--- config.mk ---
export PLATFORM = sky130hd
export DESIGN_NAME = wb_regfile
export DESIGN_NICKNAME = d
export VERILOG_FILES = /design/src/rtl/wb_regfile.sv
export SDC_FILE = /design/constraint.sdc
export NUM_CORES = 2
export LEC_CHECK = 0
export CORE_MARGIN = 2
export CORE_UTILIZATION = 45
export CTS_CLUSTER_DIAMETER = 100
export DETAILED_ROUTE_END_ITERATION = 6
export HOLD_SLACK_MARGIN = 0.03
export PLACE_DENSITY = 0.66
export SYNTH_ARGS = -nofsm -noshare
export SYNTH_HDL_FRONTEND = slang
export SYNTH_SLANG_ARGS = --single-unit
--- constraint.sdc ---
create_clock -name clk -period 41.5 [get_ports clk]
set_clock_uncertainty 0.2 [all_clocks]
set_input_delay 6.225 -clock clk [delete_from_list [all_inputs] [get_ports clk]]
set_output_delay 6.225 -clock clk [all_outputs]
set_load 0.02 [all_outputs]
--- src/rtl/wb_regfile.sv ---
// Writeback register file with zero-latency reads, same-cycle write bypass
// and per-register busy (scoreboard) tracking for decode-stage hazard stalls.
`ifndef DSIZE
`define DSIZE 32
`endif
`ifndef ASIZE
`define ASIZE 5
`endif

module wb_regfile #(
    parameter int DSIZE = `DSIZE,
    parameter int ASIZE = `ASIZE
) (
    input  logic             clk,
    input  logic             rst,
    input  logic             wen,
    input  logic [ASIZE-1:0] waddr,
    input  logic [DSIZE-1:0] wdata,
    input  logic [ASIZE-1:0] raddr1,
    input  logic [ASIZE-1:0] raddr2,
    output logic [DSIZE-1:0] rdata1,
    output logic [DSIZE-1:0] rdata2,
    input  logic             issue,
    input  logic [ASIZE-1:0] issue_waddr,
    output logic             busy1,
    output logic             busy2,
    output logic             stall,
    output logic [ASIZE:0]   pending_cnt
);

    localparam int NREG = 2 ** ASIZE;

    logic [DSIZE-1:0] regs_q [NREG];
    logic [NREG-1:0]  busy_q, busy_d;
    logic [ASIZE:0]   cnt_q, cnt_d;
    logic             wr_v, iss_v, cnt_inc, cnt_dec;

    assign wr_v  = wen && (waddr != '0);
    assign iss_v = issue && (issue_waddr != '0);

    always_ff @(posedge clk or posedge rst) begin
        if (rst) begin
            for (int i = 0; i < NREG; i++) regs_q[i] <= '0;
        end else if (wr_v) begin
            regs_q[waddr] <= wdata;
        end
    end

    // Clear first, then set, so a same-register set/clear leaves the bit set.
    always_comb begin
        busy_d = busy_q;
        if (wr_v)  busy_d[waddr]       = 1'b0;
        if (iss_v) busy_d[issue_waddr] = 1'b1;
    end

    // Count only actual bit transitions so the counter equals popcount(busy).
    always_comb begin
        cnt_inc = iss_v && !busy_q[issue_waddr];
        cnt_dec = wr_v && busy_q[waddr] && !(iss_v && (issue_waddr == waddr));
        cnt_d   = cnt_q + (ASIZE+1)'(cnt_inc) - (ASIZE+1)'(cnt_dec);
    end

    always_ff @(posedge clk or posedge rst) begin
        if (rst) begin
            busy_q <= '0;
            cnt_q  <= '0;
        end else begin
            busy_q <= busy_d;
            cnt_q  <= cnt_d;
        end
    end

    always_comb begin
        rdata1 = '0;
        if (raddr1 != '0) begin
            if (wr_v && (waddr == raddr1)) rdata1 = wdata;
            else                           rdata1 = regs_q[raddr1];
        end
    end

    always_comb begin
        rdata2 = '0;
        if (raddr2 != '0) begin
            if (wr_v && (waddr == raddr2)) rdata2 = wdata;
            else                           rdata2 = regs_q[raddr2];
        end
    end

    // A same-cycle writeback is bypassed, so the operand is no longer busy.
    assign busy1 = busy_q[raddr1] && (raddr1 != '0) && !(wen && (waddr == raddr1));
    assign busy2 = busy_q[raddr2] && (raddr2 != '0) && !(wen && (waddr == raddr2));
    assign stall = busy1 | busy2;
    assign pending_cnt = cnt_q;

endmodule
==> results by group <==
Worst setup path
  • Crit Path Class: input pin to output pin
  • CP max stage delay: 0.86 ns
  • Critical Path Start Type: input pin
  • CP Max Fanout: 97
  • Reg-to-reg endpoint: pending_cnt[4]$_DFF_PP0_
  • Worst R2R Start: busy_q[27]$_DFF_PP0_
  • CP Data Required Time: 35.07 ns
  • Reg2Reg Depth: 13
  • Critical Path, Cell by Cell: buf_8 > buf_12 > buf_4 > mux4_1 > nor2b_1 > a211oi_1 > a2111oi_0 > a211o_1 > clkdlybuf4s50_1
  • CP max-delay cell: buf_4
  • CP endpoint kind: output pin
  • Reg2reg setup slack: 37.91 ns
  • CP arrival: 10.56 ns

STA
  • Period minus WS final: 16.98 ns
  • Slew Limit Fails: 0
  • Ratio of final minimum period to clock period: 40.9%
  • Peak Freq: 58.9 MHz
  • RSZ-0062 raised after global routing: no
  • Endpoints failing setup: 0
  • Hold Slack: 0.195 ns
  • Slew at the pin closest to its max-slew limit: 1.27 ns
  • Post-Route Setup TNS: 0 ns
  • Relative slew margins: 15.3%
  • Final Hold Viols: 0

CTS
  • H-tree lvl count: 3
  • Clock Tree Root: clkbuf_16
  • Inserted Clock Buffers: 110
  • Clk_lat worst skew: 0.71 ns
  • Worst-path clk slew: 0.05 ns
  • Post-CTS Setup Bufs: 0
  • TritonCTS clock tree: built
  • CTS Buffer Depth: 3
  • TritonCTS Sinks: 1,062
  • Hold buffers post-CTS: 0
  • CTS resizes: 0

Drt
  • Final ANT Viol Nets: 0
  • Routed WL per cell: 33.4 um
  • Met2 wire length: 85,500 um
  • Total wire length: 185,000 um
  • Routed wl met3: 15,600 um
  • Via count: 37,600
  • Initial DRC Count: 3,981
  • Met1 Routed Length: 75,700 um
  • Drt pass-1 iters: 5
  • Max layer used: met4
  • Via density: 6.80
  • # DRC: 0

Die
  • Chip height: 363 um
  • Boundary Pins: 129
  • Die Area: 0.132 mm2
  • FP Rows: 131
  • Die width: 363 um
  • Total core area: 0.128 mm2
  • Initial Utilization: 45.4%

Cells and area
  • Nets: 3,836
  • Area growth syn-to-layout: 9.96%
  • Share of cells above drive strength 1: 46.2%
  • FF/Latch Area: 0.0266 mm2
  • Multi-input gate area in the final layout: 0.0293 mm2
  • Most frequent cells in the layout: dfrtp_1 (1,062), mux2_2 (964), mux4_2 (492)
  • Finished Cell Area: 0.0638 mm2
  • Commonest non-fill, non-tap cell in the layout: dfrtp_1
  • Final-layout fill cell count: 10,800

Yosys
  • Sequential area share after synthesis: 45.8%
  • Distinct cells, synth: 69
  • Post-Synth Adder-Cell Area: 0.164%
  • Post-Syn Instances: 3,880
  • Syn_area_per_cell: 15.0 um2
  • Main flop type after synthesis: dfrtp_1
  • Mux cell area share after synthesis: 41.7%
  • EDFF count, synth: 0
  • Synthesized Nets: 3,943
  • Post-Syn Area: 0.0580 mm2
  • Synth Register Bits: 1,062
  • Count of warnings emitted by yosys: 0
  • Synth Area in Compound Gates: 5.23%
  • Largest family of logic cells by synthesized area: multiplexers
  • XOR/XNOR Fraction of Synth Area: 0.302%
  • Ys async rst share: 100%
  • Synth Area in Simple Gates: 2.69%

Global route
  • Gr ovfl total: 0
  • Vias in the first global route: 37,500
  • Overall Global Routing Usage: 28.2%
  • Largest net degree at the start of global routing: 171
  • Initial antenna violation count: 2
  • First-pass GRT wire length: 271,000 um

Placed design
  • Port Buffers: 128
  • GP Congestion: 0.842
  • Detailed Place HPWL: 104,000 um
  • Dpl cell area: 0.0601 mm2

Power
  • Pleak: 27.4 nW
  • Total power: 0.00310 W
  • Pwr/cell area: 48.6 mW/mm2
  • Worst vdd ir: 0.0424 mV

Min path
  • End of the worst hold path: regs_q[1015]$_DFFE_PP0P_
  • Critical hold path startpoint: regs_q[1015]$_DFFE_PP0P_
  • Worst Hold Depth: 0
  • Worst min path class: flop to flop

Run
  • Maxcap violations: 0

Status
  • Status: completed
-- registers in the layout, indices dropped and copies added, names as in the netlist --
name,cells
busy_q,32
pending_cnt,6
regs_q,1024
-- worst max-delay path, delay by kind of cell --
| family | cells | cell delay, ns |
|---|---|---|
| buffers and inverters | 4 | 2.52 |
| AO/OA/AOI/OAI | 3 | 1.05 |
| AND/OR/NAND/NOR | 1 | 0.14 |
| multiplexers | 1 | 0.39 |
-- how the worst max path moves through the flow --
stage,startpoint,endpoint,slack (ns)
2_1_floorplan,rst,busy_q[0]$_DFF_PP0_,5.18
3_3_place_gp,raddr1[0],rdata1[7],24.45
3_5_place_dp,raddr1[0],rdata1[25],24.49
4_1_cts,raddr1[0],rdata1[25],24.50
5_1_grt,raddr1[0],rdata1[25],24.20
6_report,raddr1[1],rdata1[4],24.52
-- final cells by class --
type                    instances  area share, %
well taps                    1662           3.26
inverters                      21          0.135
repair buffers                220           3.24
clock buffers                 164           5.12
multi-input cells            2358           45.9
flip-flops and latches       1062           41.6
clock inverters                42          0.702
diodes                          2        0.00784
-- Yosys cell counts (all sizes together), types with 26 or more instances --
| library cell | count | share of area [%] |
|---|---|---|
| o22ai | 81 | 0.87 |
| a211oi | 103 | 1.3 |
| a22oi | 49 | 0.63 |
| mux2 | 964 | 19 |
| dfrtp | 1062 | 46 |
| nor2 | 31 | 0.20 |
| o21ai | 58 | 0.50 |
| nor2b | 67 | 0.72 |
| nand2 | 81 | 0.52 |
| mux4 | 534 | 21 |
| a211o | 41 | 0.62 |
| buf | 228 | 2.6 |
| mux2i | 115 | 2.0 |
| clkbuf | 211 | 1.4 |
| nor3 | 41 | 0.37 |
| a22o | 26 | 0.39 |
-- cells by family after synthesis --
group	after synthesis
compound gates	421
xor+xnor	20
fa+ha+maj	7
buf+inv	460
flops	1062
mux	1613
simple gates	297
-- stage by stage --
stage | utilization, % | cells | setup slack [ns]
after floorplan | - | 3880 | 5.18
after global placement | 47.0 | 5323 | 24.45
after detailed placement | 47.0 | 5323 | 24.49
after CTS | 49.9 | 5529 | 24.50
after global routing | 49.9 | 5529 | 24.20
final | 49.9 | 5531 | 24.52
-- power by group --
part	internal (W)	switching (W)	total (W)
sequential	0.00123	0.000148	0.00138
clock	0.000593	0.000436	0.00103
combinational	0.000403	0.000285	0.000688
-- layer usage --
metal | GRT usage (%) | vias up
met4 | 11.7 | 0
met3 | 6.08 | 388
met1 | 39.0 | 20400
li1 | - | 14900
met2 | 43.2 | 1822
met5 | 0 | -
(Power assumes the default switching activity.)
